**src/rtl/instruction_fetch_if.sv**
```systemverilog
// Fetch-stage bus: instruction-memory request/response, execute redirect and decode handshake.
// The master modport is the fetch unit's view; the slave modport is the memory/decode side.
interface instruction_fetch_if #(
  parameter int unsigned ADDR_W  = 64,
  parameter int unsigned INSTR_W = 32
);
  logic               imem_req_valid;
  logic               imem_req_ready;
  logic [ADDR_W-1:0]  imem_req_addr;
  logic               imem_resp_valid;
  logic [INSTR_W-1:0] imem_resp_data;
  logic               PCSrc;
  logic [ADDR_W-1:0]  BranchAddress;
  logic               instr_valid;
  logic               instr_ready;
  logic [INSTR_W-1:0] Instruction;
  logic [ADDR_W-1:0]  Address;

  modport master (
    output imem_req_valid, imem_req_addr, instr_valid, Instruction, Address,
    input  imem_req_ready, imem_resp_valid, imem_resp_data, PCSrc, BranchAddress, instr_ready
  );

  modport slave (
    input  imem_req_valid, imem_req_addr, instr_valid, Instruction, Address,
    output imem_req_ready, imem_resp_valid, imem_resp_data, PCSrc, BranchAddress, instr_ready
  );
endinterface

```
**src/rtl/instruction_fetch.sv**
```systemverilog
// Fetch stage: owns the PC, issues in-order reads to instruction memory, buffers returned words in
// a prefetch FIFO and hands {Instruction, Address} to decode. A redirect flushes everything in flight.
module instruction_fetch #(
  parameter int unsigned      ADDR_W     = 64,
  parameter int unsigned      INSTR_W    = 32,
  parameter int unsigned      FIFO_DEPTH = 4,
  parameter logic [ADDR_W-1:0] RESET_PC  = '0
) (
  input logic                  clk,
  input logic                  reset,
  instruction_fetch_if.master  bus
);
  localparam int unsigned PtrW = $clog2(FIFO_DEPTH);
  localparam int unsigned CntW = PtrW + 1;
  localparam logic [CntW:0] DepthC = (CntW + 1)'(FIFO_DEPTH);

  logic [ADDR_W-1:0]  fetch_pc_q, fetch_pc_d;
  logic [ADDR_W-1:0]  resp_pc_q, resp_pc_d;
  logic [CntW-1:0]    count_q, count_d;
  logic [CntW-1:0]    outst_q, outst_d;
  logic [CntW-1:0]    drop_q, drop_d;
  logic [PtrW-1:0]    rd_ptr_q, rd_ptr_d;
  logic [PtrW-1:0]    wr_ptr_q, wr_ptr_d;
  logic [INSTR_W-1:0] instr_mem_q [FIFO_DEPTH];
  logic [ADDR_W-1:0]  addr_mem_q  [FIFO_DEPTH];

  logic [CntW:0]      in_use;
  logic               req_valid;
  logic               req_fire;
  logic               resp_drop;
  logic               wr_en;
  logic               pop;
  logic [ADDR_W-1:0]  target;

  // Credit rule: FIFO entries plus in-flight requests never exceed the FIFO depth.
  assign in_use    = {1'b0, count_q} + {1'b0, outst_q};
  assign req_valid = !reset && !bus.PCSrc && (in_use < DepthC);
  assign req_fire  = req_valid && bus.imem_req_ready;
  assign resp_drop = bus.imem_resp_valid && (drop_q != '0);
  assign wr_en     = bus.imem_resp_valid && (drop_q == '0) && !bus.PCSrc;
  assign pop       = bus.instr_valid && bus.instr_ready && !bus.PCSrc;
  assign target    = bus.BranchAddress & ~ADDR_W'(3);

  assign bus.imem_req_valid = req_valid;
  assign bus.imem_req_addr  = fetch_pc_q;
  assign bus.instr_valid    = (count_q != '0);
  assign bus.Instruction    = bus.instr_valid ? instr_mem_q[rd_ptr_q] : '0;
  assign bus.Address        = bus.instr_valid ? addr_mem_q[rd_ptr_q] : '0;

  always_comb begin
    fetch_pc_d = fetch_pc_q;
    resp_pc_d  = resp_pc_q;
    rd_ptr_d   = rd_ptr_q;
    wr_ptr_d   = wr_ptr_q;
    outst_d    = outst_q + CntW'(req_fire) - CntW'(bus.imem_resp_valid);
    count_d    = count_q + CntW'(wr_en) - CntW'(pop);
    drop_d     = drop_q - CntW'(resp_drop);

    if (req_fire) fetch_pc_d = fetch_pc_q + ADDR_W'(4);
    if (wr_en) begin
      resp_pc_d = resp_pc_q + ADDR_W'(4);
      wr_ptr_d  = wr_ptr_q + PtrW'(1);
    end
    if (pop) rd_ptr_d = rd_ptr_q + PtrW'(1);

    // Every request still in flight after this cycle belongs to the old path; a response
    // arriving right now is discarded directly and is already gone from outst_d.
    if (bus.PCSrc) begin
      fetch_pc_d = target;
      resp_pc_d  = target;
      count_d    = '0;
      rd_ptr_d   = '0;
      wr_ptr_d   = '0;
      drop_d     = outst_d;
    end
  end

  always_ff @(posedge clk) begin
    if (reset) begin
      fetch_pc_q <= RESET_PC;
      resp_pc_q  <= RESET_PC;
      count_q    <= '0;
      outst_q    <= '0;
      drop_q     <= '0;
      rd_ptr_q   <= '0;
      wr_ptr_q   <= '0;
    end else begin
      fetch_pc_q <= fetch_pc_d;
      resp_pc_q  <= resp_pc_d;
      count_q    <= count_d;
      outst_q    <= outst_d;
      drop_q     <= drop_d;
      rd_ptr_q   <= rd_ptr_d;
      wr_ptr_q   <= wr_ptr_d;
    end
  end

  always_ff @(posedge clk) begin
    if (wr_en) begin
      instr_mem_q[wr_ptr_q] <= bus.imem_resp_data;
      addr_mem_q[wr_ptr_q]  <= resp_pc_q;
    end
  end
endmodule
```
**src/flat_wrapper.sv**
```systemverilog
// flat-port wrapper written by rule: the top's interface ports become plain ports
module instruction_fetch_flat 
#(
  parameter int unsigned      ADDR_W     = 64,
  parameter int unsigned      INSTR_W    = 32,
  parameter int unsigned      FIFO_DEPTH = 4,
  parameter logic [ADDR_W-1:0] RESET_PC  = '0
)
  (clk, reset, bus_imem_req_valid, bus_imem_req_addr, bus_instr_valid, bus_Instruction, bus_Address, bus_imem_req_ready, bus_imem_resp_valid, bus_imem_resp_data, bus_PCSrc, bus_BranchAddress, bus_instr_ready);
  instruction_fetch_if #(.ADDR_W(ADDR_W), .INSTR_W(INSTR_W)) bus_i ();
  input logic clk;
  input logic reset;
  output wire logic [$bits(bus_i.imem_req_valid)-1:0] bus_imem_req_valid;
  output wire logic [$bits(bus_i.imem_req_addr)-1:0] bus_imem_req_addr;
  output wire logic [$bits(bus_i.instr_valid)-1:0] bus_instr_valid;
  output wire logic [$bits(bus_i.Instruction)-1:0] bus_Instruction;
  output wire logic [$bits(bus_i.Address)-1:0] bus_Address;
  input wire logic [$bits(bus_i.imem_req_ready)-1:0] bus_imem_req_ready;
  input wire logic [$bits(bus_i.imem_resp_valid)-1:0] bus_imem_resp_valid;
  input wire logic [$bits(bus_i.imem_resp_data)-1:0] bus_imem_resp_data;
  input wire logic [$bits(bus_i.PCSrc)-1:0] bus_PCSrc;
  input wire logic [$bits(bus_i.BranchAddress)-1:0] bus_BranchAddress;
  input wire logic [$bits(bus_i.instr_ready)-1:0] bus_instr_ready;
  assign bus_imem_req_valid = bus_i.imem_req_valid;
  assign bus_imem_req_addr = bus_i.imem_req_addr;
  assign bus_instr_valid = bus_i.instr_valid;
  assign bus_Instruction = bus_i.Instruction;
  assign bus_Address = bus_i.Address;
  assign bus_i.imem_req_ready = bus_imem_req_ready;
  assign bus_i.imem_resp_valid = bus_imem_resp_valid;
  assign bus_i.imem_resp_data = bus_imem_resp_data;
  assign bus_i.PCSrc = bus_PCSrc;
  assign bus_i.BranchAddress = bus_BranchAddress;
  assign bus_i.instr_ready = bus_instr_ready;
  instruction_fetch #(.ADDR_W(ADDR_W), .INSTR_W(INSTR_W), .FIFO_DEPTH(FIFO_DEPTH), .RESET_PC(RESET_PC)) u_core (.clk(clk), .reset(reset), .bus(bus_i));
endmodule
```
**config.mk**
```make
export PLATFORM = sky130hd
export DESIGN_NAME = instruction_fetch_flat
export DESIGN_NICKNAME = d
export VERILOG_FILES = /design/src/rtl/instruction_fetch_if.sv /design/src/rtl/instruction_fetch.sv /design/src/flat_wrapper.sv
export SDC_FILE = /design/constraint.sdc
export NUM_CORES = 1
export LEC_CHECK = 0
export BUFFER_PORTS_ARGS = -buffer_cell sky130_fd_sc_hd__buf_2
export CAP_MARGIN = 5
export CORE_MARGIN = 2
export CORE_UTILIZATION = 40
export DETAILED_ROUTE_END_ITERATION = 16
export HOLD_SLACK_MARGIN = 0.12
export SYNTH_ARGS = -nofsm -noshare
export SYNTH_HDL_FRONTEND = slang
export SYNTH_SLANG_ARGS = --single-unit
```
**constraint.sdc**
```tcl
create_clock -name clk -period 5.2 [get_ports clk]
set_input_delay 0 -clock clk [delete_from_list [all_inputs] [get_ports clk]]
set_output_delay 0 -clock clk [all_outputs]
set_load 0.05 [all_outputs]
```
==> run summary, run 1 <==
Status
• **result of the run** completed

Setup path
• **class of the most critical setup path** primary input to flop
• **category of cells accounting for the largest share of critical-path delay** buffers and inverters
• **cell count along the critical path** 11
• **kind of capture point of the worst setup path** flop
• **critical-path cell with the highest stage delay** sky130_fd_sc_hd__clkinv_2
• **critical-path cell list** dlygate4sd3_1 > buf_4 > buf_4 > clkinv_2 > buf_4 > nor2_1 > buf_4 > a32oi_1 > dlygate4sd3_1 > o21ai_0 > dlygate4sd3_1
• **crit-path most repeated cell** sky130_fd_sc_hd__buf_4
• **CP peak stage delay** 0.83 ns
• **R2R depth** 9
• **Data required, critical path** 5.75 ns
• **R2R Setup Slk** 1.86 ns
• **CP Launch Type** primary input
• **peak fanout along the critical path** 67
• **worst r2r src** u_core.outst_q[1]
• **worst path arrival time** 4.33 ns
• **buffers and inverters on the worst path** 8
• **crit path launch** bus_PCSrc
• **Setup crit end** u_core.bus.imem_req_addr[36]
• **endpoint of the lowest-slack register-to-register path** u_core.bus.imem_req_addr[21]

Placed design
• **total placed cells including tap cells** 2603
• **Port Buffers** 257
• **dpl hpwl** 37700 um
• **GPL Wtd Cong** 0.861

Yosys
• **number of unique standard cell types used by synthesis** 80
• **number of enable-type register cells in the synthesized netlist** 376
• **combined area of all synthesized cells** 22700 um2
• **most common cell in the netlist** sky130_fd_sc_hd__edfxtp_1
• **top cell type's share of synthesized area** 49.8%
• **largest cells by area after synthesis** sky130_fd_sc_hd__edfxtp_1 50%, sky130_fd_sc_hd__dfxtp_1 12%, sky130_fd_sc_hd__mux4_2 9.3%
• **cell type contributing the most total cell area after synthesis** sky130_fd_sc_hd__edfxtp_1
• **total number of yosys warnings** 0
• **number of flip-flops and latches in the synthesized netlist** 515
• **Avg Inst Size Synth** 13.6 um2
• **Commonest cells post-synth** 376 x sky130_fd_sc_hd__edfxtp_1, 139 x sky130_fd_sc_hd__dfxtp_1, 108 x sky130_fd_sc_hd__nand2_1, 107 x sky130_fd_sc_hd__and2_1, 94 x sky130_fd_sc_hd__mux4_2
• **Mapped Cells** 1669
• **Post-synth ARST share** 0%
• **flip-flop cell with the highest count after synthesis** sky130_fd_sc_hd__edfxtp_1
• **part of the Yosys area used for sequential elements** 62.1%

Die
• **Die Y-Extent** 242 um
• **starting density of the core** 40.4%
• **core area** 56200 um2
• **I/O pin count** 264
• **Total Die Area** 58600 um2
• **Die X** 242 um
• **Placement Rows** 87

Clock tree
• **later-pin clock latency in the skew report** 0.61 ns
• **TritonCTS Buffers** 55
• **clock tree from TritonCTS** yes
• **register clock-pin slew on the reported worst setup and hold paths** 0.06 ns
• **clock sink total** 515
• **number of levels the H-tree was split into** 2
• **buffer levels on the longest clock path** 3
• **Root Buffer** sky130_fd_sc_hd__clkbuf_16

STA
• **worst-case headroom to the max-slew limit** 13.7%
• **final slew viol count** 0
• **measured slew at the worst slew-check pin** 1.29 ns
• **Setup TNS Final** 0 ns
• **Setup violations, final** 0
• **final hold vios** 0
• **minimum clock period** 3.78 ns
• **worst hold slack** 0.150 ns
• **period utilization** 72.7%
• **setup repair after global routing missed its margin** false
• **maximum clock skew at final layout** 0.0150 ns
• **Max Clk Rate** 0.264 GHz

Power
• **standby leakage power** 9.78 nW
• **Peak supply drop** 0.260 mV
• **power density relative to cell area** 359 nW/um2

Routing
• **Antenna Violating Nets Remaining** 0
• **number of iterations in the first detailed-routing pass** 6
• **remaining design rule violation count** 0
• **Total Routed Length** 60800 um
• **DRC marker count from the first detailed-route iteration** 1006
• **WL per Instance** 21.4 um
• **Vias** 15800
• **mean number of vias per cell** 5.57

GRT
• **vias in the first global route** 15900
• **global-route wire length before repair** 93400 um
• **global-route congestion overflow total** 0
• **Total GRT Usage** 20.4%
• **antenna violations before repair** 0
• **pin count of the biggest net entering global routing** 96

Finish
• **post-layout util** 49.7%
• **final cell count without fillers** 2837
• **number of nets at the end of the flow** 2152
• **Layout Area Growth over Synthesis** 23.2%
• **number of inserted diodes** 0
• **fraction of final layout cells sized beyond drive strength 1** 24.2%

Job
• **max cap viols** 0

Hold path
• **worst min-delay path category** primary input to flop

## report_power, final
part / switching [W] / internal, W
Clock: 0.00167 / 0.00249
Sequential: 0.000182 / 0.00459
Combinational: 0.000704 / 0.000377
## cell usage in the layout, fill, tap and decap left out, drive strengths merged, types with 14 or more instances in the layout
cell	instances
o21ai	41
nor2	84
xnor2	30
inv	35
a21oi	34
and4	19
mux4	94
ha	14
a211oi	15
nand2	108
edfxtp	376
a31oi	22
and2	108
or3	14
xor2	19
and3	34
a21boi	17
nand4	64
buf	280
clkinv	19
nor4	29
nand3	60
nor3	34
dfxtp	139
clkbuf	67
o21a	15
dlygate4sd3	130
## area by class of cell
class,instances,area (um2)
clock inverter,37,477
fill,4899,28200
tap,756,946
sequential,515,14100
timing repair buffer,410,2810
multi-input combinational,1018,8040
inverter,34,129
clock buffer,67,1450
## state kept, by name (all words and copies together) (netlist names), named ones only
register and flops:
u_core.wr_ptr_q 2, u_core.count_q 3, u_core.instr_mem_q 128, u_core.addr_mem_q 248
u_core.bus.imem_req_addr 62, u_core.resp_pc_q 62, u_core.drop_q 3, u_core.rd_ptr_q 2
u_core.outst_q 3
## worst register-to-register path: cells and delay by family (launching register included)
| family | cells | cell delay (ns) |
|---|---|---|
| adder cells (fa/ha/maj) | 1 | 0.29 |
| flip-flops | 1 | 0.35 |
| AND/OR/NAND/NOR | 3 | 1.24 |
| AO/OA/AOI/OAI | 2 | 0.48 |
| buffers and inverters | 3 | 0.90 |
## how the worst min path moves through the flow
stage	start	endpoint	slack [ns]	cells past startpoint
2_1_floorplan	bus_imem_resp_data[0]	u_core.instr_mem_q[0][0]	0.1	0
3_3_place_gp	bus_imem_resp_data[4]	u_core.instr_mem_q[0][4]	0.21	1
3_5_place_dp	bus_imem_resp_data[1]	u_core.instr_mem_q[0][1]	0.22	1
4_1_cts	bus_imem_resp_data[9]	u_core.instr_mem_q[1][9]	0.12	2
5_1_grt	bus_imem_resp_data[10]	u_core.instr_mem_q[3][10]	0.13	2
6_report	bus_imem_resp_data[10]	u_core.instr_mem_q[3][10]	0.15	2
## routing by layer
layer,track usage [%],part of all wire [%],vias to the layer above
met2,33.0,47,566
met1,28.6,45,7889
met4,5.81,2.5,0
met5,0,0,-
li1,-,-,7244
met3,3.36,6.2,102
## cells by family after synthesis
logic type	count (synthesis)	synth area share [%]
simple gates	609	15.2
other cells	1	0.0165
fa+ha+maj	16	0.949
flops	515	62.1
compound gates	232	7.23
mux	108	9.98
xor+xnor	49	1.89
buf+inv	139	2.68
## what timing repair did
| item | CTS | global route |
|---|---|---|
| resized for setup | 0 | 0 |
| buffers inserted | 0 | 0 |
| setup endpoints to repair | 0 | 0 |
| hold buffers | 130 | 0 |
| hold endpoints to repair | 264 | 0 |
## metrics by stage
stage                     area [um2]  setup WS [ns]  power [W]
final                          27900           1.42     0.0100
after global routing           27900           1.22     0.0104
after CTS                      27900           1.54     0.0101
after detailed placement       24700           1.93    0.00587
after global placement         24700           1.96    0.00584
after floorplan                22700           1.34    0.00552
Note: power is estimated with default switching activity, not from simulation.
==> inputs of run 2 (changes only) <==
==> constraint.sdc (replaced) <==
create_clock -name clk -period 3.55 [get_ports clk]
set_input_delay 0 -clock clk [delete_from_list [all_inputs] [get_ports clk]]
set_output_delay 0 -clock clk [all_outputs]
set_load 0.05 [all_outputs]
==> run 2 against run 1 <==
Against the previous run: critical path depth down 2; sequential power is 46% higher; clock power grew 44%; non-clock buffer count fell by 4; count of clock-buffer cells in the layout fell by 2; total power grew 45%; register-to-register slack worse by 1.5 ns; core utilization down 0.12 points; combinational power increased by 47%; die area is the same; design area shrank 0.25%; sequential cell count unchanged; largest power group unchanged.
==> run summary, run 2 (synthesis results as in run 1) <==
Placed design
• **Worst Setup Slack post-DPL** 0.823 ns, -1.11 ns
• **Placement Cell Area** 24800 um2, +0.49%
• **Port Buffers** 257, unchanged
• **dpl hpwl** 37700 um, about the same
• **GPL Wtd Cong** 0.860, -0.20%

Finish
• **finished layout cell area** 27900 um2, -0.25%
• **most common library cell in the layout ignoring fill and taps** sky130_fd_sc_hd__edfxtp_1
• **footprint of the flip-flops and latches** 14100 um2, unchanged
• **fraction of final layout cells sized beyond drive strength 1** 24.7%, +0.55 points
• **number of inserted diodes** 0, unchanged
• **number of nets at the end of the flow** 2147, -0.23%
• **area used by multi-input combinational logic** 8040 um2, unchanged
• **highest-count cells in the layout ignoring fill and taps** 376 x sky130_fd_sc_hd__edfxtp_1, 256 x sky130_fd_sc_hd__buf_2, 137 x sky130_fd_sc_hd__dfxtp_1
• **max FFs per register** 248, unchanged
• **most flop-heavy register** u_core.addr_mem_q
• **biggest regs** u_core.addr_mem_q x248, u_core.instr_mem_q x128
• **Layout Area Growth over Synthesis** 22.9%
• **post-layout util** 49.6%, -0.12 points
• **Filler Cells Inserted** 4912, +0.27%

STA
• **final hold vios** 0, unchanged
• **setup repair after global routing missed its margin** false
• **worst hold slack** 0.165 ns, +0.0146 ns
• **minimum clock period** 3.14 ns
• **Max Clk Rate** 0.318 GHz
• **Setup violations, final** 0, unchanged
• **slack of the critical path** 0.407 ns, -1.01 ns
• **measured slew at the worst slew-check pin** 1.26 ns, -0.0347 ns
• **Setup TNS Final** 0 ns, unchanged
• **final slew viol count** 0, unchanged
• **period utilization** 88.5%
• **worst-case headroom to the max-slew limit** 16.0%, +2.3 points
• **maximum clock skew at final layout** 0.0119 ns, -0.00316 ns

Routing
• **DRC marker count from the first detailed-route iteration** 1141, +13%
• **remaining design rule violation count** 0, unchanged
• **number of iterations in the first detailed-routing pass** 5, -1
• **WL per Instance** 21.4 um, -0.17%
• **mean number of vias per cell** 5.57, about the same
• **Total Routed Length** 60500 um, -0.38%
• **Antenna Violating Nets Remaining** 0, unchanged
• **Vias** 15800, -0.16%

GRT
• **global-route wire length before repair** 92600 um, -0.89%
• **antenna violations before repair** 0, unchanged
• **global-route congestion overflow total** 0, unchanged
• **Total GRT Usage** 20.3%, -0.11 points
• **pin count of the biggest net entering global routing** 96, unchanged
• **vias in the first global route** 15800, -0.79%

Setup path
• **CP Launch Type** flop
• **kind of capture point of the worst setup path** flop
• **worst path arrival time** 3.69 ns, -0.64 ns
• **peak fanout along the critical path** 30, -55%
• **class of the most critical setup path** flop to flop
• **category of cells accounting for the largest share of critical-path delay** simple AND/OR/NAND/NOR gates
• **critical-path cell list** ha_1 > nand3_1 > nand4_1 > inv_1 > buf_4 > nor2_1 > a32oi_1 > dlygate4sd3_1 > nand2_1
• **critical-path cell with the highest stage delay** sky130_fd_sc_hd__nor2_1
• **buffers and inverters on the worst path** 3, -5
• **CP peak stage delay** 0.98 ns, +0.15 ns
• **Data required, critical path** 4.10 ns, -1.65 ns

Power
• **power density relative to cell area** 523 nW/um2, +46%
• **standby leakage power** 9.78 nW, about the same
• **Peak supply drop** 0.360 mV, +39%

Clock tree
• **register clock-pin slew on the reported worst setup and hold paths** 0.06 ns, about the same
• **Root Buffer** sky130_fd_sc_hd__clkbuf_16
• **clock sink total** 515, unchanged
• **TritonCTS Buffers** 54, -1.8%
• **buffer levels on the longest clock path** 3, unchanged
• **number of levels the H-tree was split into** 2, unchanged
• **number of gates resized after cts** 0, unchanged
• **later-pin clock latency in the skew report** 0.60 ns, about the same
• **clock tree from TritonCTS** yes

Die
• **I/O pin count** 264, unchanged
• **starting density of the core** 40.4%, unchanged
• **Placement Rows** 87, unchanged
• **core area** 56200 um2, unchanged
• **Total Die Area** 58600 um2, unchanged
• **Die X** 242 um, unchanged
• **Die Y-Extent** 242 um, unchanged

Status
• **result of the run** completed

Job
• **max cap viols** 0, unchanged

Hold path
• **worst min-delay path category** primary input to flop

==> run 2: repair_timing <==
action	CTS	global route
setup buffers	0	0
hold endpoints to repair	265	0
hold buffers	115	0
==> run 2: final timing paths <==
kind,start,endpoint,slack (ns),cells after the start
setup / recovery,u_core.outst_q[1],u_core.bus.imem_req_addr[45],0.41,9
hold / removal,bus_imem_resp_data[10],u_core.instr_mem_q[2][10],0.17,2
setup reg to reg,u_core.outst_q[1],u_core.bus.imem_req_addr[45],0.41,9
hold reg to reg,u_core.wr_ptr_q[0],u_core.wr_ptr_q[0],0.50,2
==> run 2: stage by stage <==
stage	cells	power, W
3_3_place_gp	2614	0.00857
3_5_place_dp	2614	0.00861
6_report	2831	0.0146
5_1_grt	2831	0.0151
4_1_cts	2831	0.0147
2_1_floorplan	1672	0.00808
==> run 2: power by group <==
group | leakage [nW] | switching [W] | total (W) | internal, W
combinational | 4.27 | 0.00104 | 0.00159 | 0.000551
clock | 0.924 | 0.00237 | 0.00598 | 0.00361
sequential | 4.59 | 0.000262 | 0.00699 | 0.00673
total | 9.78 | 0.00367 | 0.0146 | 0.0109
==> run 2: layout make-up <==
cell class / instances / area share, %
Sequential cell: 515 / 50.5
Multi-Input combinational cell: 1018 / 28.8
Timing Repair Buffer: 406 / 9.99
Clock buffer: 65 / 5.30
Tap cell: 756 / 3.39
Clock inverter: 37 / 1.49
Inverter: 34 / 0.462
==> run 2: per-layer routing <==
layer  routed length [um]  up-vias  global-route usage [%]
met1                27100     7864                    28.2
met4                 1700        0                    6.30
li1                     -     7241                       -
met5                    0        -                       0
met2                27900      570                    32.6
met3                 3840      100                    3.72
==> inputs of run 3 (changes only) <==
--- a/config.mk
+++ b/config.mk
@@ -11,6 +11,7 @@
 export CORE_UTILIZATION = 40
 export DETAILED_ROUTE_END_ITERATION = 16
 export HOLD_SLACK_MARGIN = 0.12
+export REMOVE_ABC_BUFFERS = 1
 export SYNTH_ARGS = -nofsm -noshare
 export SYNTH_HDL_FRONTEND = slang
 export SYNTH_SLANG_ARGS = --single-unit
==> run 3 against run 2 <==
Against the previous run: sequential power about the same; critical endpoint is now u_core.resp_pc_q[47]; register-to-register slack improved by 0.03 ns; clock skew rose by 0.022 ns; critical path depth fell by 3; sequential cell count did not move; clock power is 2% lower; total power decreased by 0.45%; die area did not move; wire length rose by 5.1%; cell count rose by 0.14%; critical path type unchanged; first-iteration DRC count grew 12%.
==> run summary, run 3 (synthesis results as in run 1) <==
Status
• **result of the run** completed

Clock tree
• **Root Buffer** sky130_fd_sc_hd__clkbuf_16
• **TritonCTS Buffers** 55, +1.9%
• **buffer levels on the longest clock path** 3, unchanged
• **later-pin clock latency in the skew report** 0.62 ns, +0.02 ns
• **clock tree from TritonCTS** yes
• **number of gates resized after cts** 0, unchanged
• **Post-CTS Setup Repair Bufs** 0, unchanged
• **register clock-pin slew on the reported worst setup and hold paths** 0.06 ns, about the same
• **clock sink total** 515, unchanged
• **number of levels the H-tree was split into** 2, unchanged

Setup path
• **class of the most critical setup path** flop to flop
• **endpoint of the lowest-slack register-to-register path** u_core.resp_pc_q[47]
• **Data required, critical path** 4.10 ns, about the same
• **R2R Setup Slk** 0.44 ns, +0.03 ns
• **crit path launch** u_core.drop_q[1]
• **kind of capture point of the worst setup path** flop
• **CP Launch Type** flop
• **peak fanout along the critical path** 7, -77%
• **CP peak stage delay** 0.61 ns, -0.37 ns
• **critical-path cell with the highest stage delay** sky130_fd_sc_hd__dlygate4sd3_1
• **critical-path cell list** or4b_1 > nor3_4 > and4_1 > a311oi_1 > a2111oi_1 > dlygate4sd3_1
• **worst r2r src** u_core.drop_q[1]
• **R2R depth** 6, -3
• **Setup crit end** u_core.resp_pc_q[47]
• **worst path arrival time** 3.67 ns, -0.02 ns

Finish
• **final cell count without fillers** 2835, +0.14%
• **number of nets at the end of the flow** 2151, +0.19%
• **max FFs per register** 248, unchanged
• **highest-count cells in the layout ignoring fill and taps** 376 x sky130_fd_sc_hd__edfxtp_1, 256 x sky130_fd_sc_hd__buf_2, 137 x sky130_fd_sc_hd__dfxtp_1
• **number of inserted diodes** 0, unchanged
• **most flop-heavy register** u_core.addr_mem_q
• **Filler Cells Inserted** 4947, +0.71%
• **Layout Area Growth over Synthesis** 23.1%
• **fraction of final layout cells sized beyond drive strength 1** 24.8%, +0.097 points
• **biggest regs** u_core.addr_mem_q x248, u_core.instr_mem_q x128
• **most common library cell in the layout ignoring fill and taps** sky130_fd_sc_hd__edfxtp_1

Die
• **Die X** 242 um, unchanged
• **core area** 56200 um2, unchanged
• **Placement Rows** 87, unchanged
• **Total Die Area** 58600 um2, unchanged
• **starting density of the core** 40.4%, unchanged
• **Die Y-Extent** 242 um, unchanged
• **I/O pin count** 264, unchanged

Routing
• **Antenna Violating Nets Remaining** 0, unchanged
• **remaining design rule violation count** 0, unchanged
• **Vias** 15800, +0.41%
• **Total Routed Length** 63600 um, +5.1%
• **DRC marker count from the first detailed-route iteration** 1283, +12%
• **WL per Instance** 22.4 um, +4.9%
• **number of iterations in the first detailed-routing pass** 5, unchanged
• **mean number of vias per cell** 5.59, +0.26%

STA
• **period utilization** 87.7%, -0.86 points
• **maximum clock skew at final layout** 0.0342 ns, +0.0224 ns
• **setup repair after global routing missed its margin** false
• **Setup TNS Final** 0 ns, unchanged
• **minimum clock period** 3.11 ns, -0.0304 ns
• **Max Clk Rate** 0.321 GHz, +0.98%
• **Setup violations, final** 0, unchanged
• **final hold vios** 0, unchanged
• **worst hold slack** 0.163 ns, -0.00225 ns
• **measured slew at the worst slew-check pin** 0.859 ns, -0.397 ns
• **final slew viol count** 0, unchanged
• **slack of the critical path** 0.437 ns, +0.0304 ns
• **worst-case headroom to the max-slew limit** 42.2%, +26 points

Placed design
• **total placed cells including tap cells** 2624, +0.38%
• **GPL Wtd Cong** 0.877, +2.1%
• **dpl hpwl** 41700 um, +11%
• **Worst Setup Slack post-DPL** 0.868 ns, +0.0450 ns
• **Port Buffers** 257, unchanged

Power
• **Peak supply drop** 0.323 mV, -10%
• **standby leakage power** 9.81 nW, +0.24%
• **Overall Power** 0.0145 W, -0.45%
• **power density relative to cell area** 519 nW/um2, -0.60%

GRT
• **vias in the first global route** 15700, -0.32%
• **global-route wire length before repair** 95700 um, +3.4%
• **pin count of the biggest net entering global routing** 96, unchanged
• **Total GRT Usage** 21.3%, +1.0 points
• **antenna violations before repair** 1, +1
• **global-route congestion overflow total** 0, unchanged

Job
• **max cap viols** 0, unchanged

Hold path
• **worst min-delay path category** primary input to flop

==> run 3: cell types whose count changed in the layout (fill, tap and decap cells not counted), sizes merged <==
cell / delta
clkinvlp: -4
inv: +2
clkinv: -17
bufinv: -3
buf: +10
dlygate4sd3: -7
clkbuf: +23
==> run 3: worst min-delay path by stage <==
stage,to,from,cells past startpoint
after floorplan,u_core.resp_pc_q[41],reset,1
after global placement,u_core.instr_mem_q[1][11],bus_imem_resp_data[11],1
after detailed placement,u_core.instr_mem_q[2][1],bus_imem_resp_data[1],1
after CTS,u_core.instr_mem_q[1][31],bus_imem_resp_data[31],2
after global routing,u_core.instr_mem_q[1][20],bus_imem_resp_data[20],2
final,u_core.instr_mem_q[3][23],bus_imem_resp_data[23],2
==> run 3: per-layer routing <==
metal / wire, um / part of all wire (%) / global-route usage, %
met1: 26500 / 42 / 28.0
met2: 30000 / 47 / 34.5
met3: 5130 / 8.1 / 5.58
met4: 1970 / 3.1 / 7.30
met5: 0 / 0 / 0
==> run 3: critical path: cells and delay by family, from the launching register on <==
| family | cells | cell delay (ns) |
|---|---|---|
| AOI/OAI and AO/OA | 2 | 0.53 |
| buffers and inverters | 1 | 0.61 |
| DFF | 1 | 0.35 |
| and+or+nand+nor | 3 | 1.58 |
==> run 3: timing repair <==
| action | 4_1_cts | 5_1_grt |
|---|---|---|
| hold buffers | 108 | 0 |
| endpoints found under the setup margin | 0 | 0 |
| endpoints found under the hold margin | 265 | 0 |
==> run 3: layout make-up <==
cell class | instances | area (um2) | area share [%]
clock buffer | 88 | 1630 | 5.85
multi-input combinational | 1018 | 8040 | 28.8
clock inverter | 15 | 229 | 0.820
sequential | 515 | 14100 | 50.4
tap | 756 | 946 | 3.39
timing repair buffer | 409 | 2850 | 10.2
inverter | 34 | 130 | 0.466
==> run 3: power by group <==
| part | switching, W | leakage [nW] | internal (W) |
|---|---|---|---|
| clock | 0.00232 | 0.910 | 0.00357 |
| combinational | 0.00107 | 4.31 | 0.000559 |
| sequential | 0.000251 | 4.59 | 0.00673 |
| total | 0.00364 | 9.81 | 0.0109 |
==> run 3: per-stage QoR <==
| stage | instance area (um2) | utilization, % |
|---|---|---|
| after global placement | 25000 | 44.5 |
| final | 27900 | 49.7 |
| after floorplan | 22200 | - |
| after global routing | 27900 | 49.7 |
| after CTS | 27900 | 49.7 |
| after detailed placement | 25000 | 44.5 |
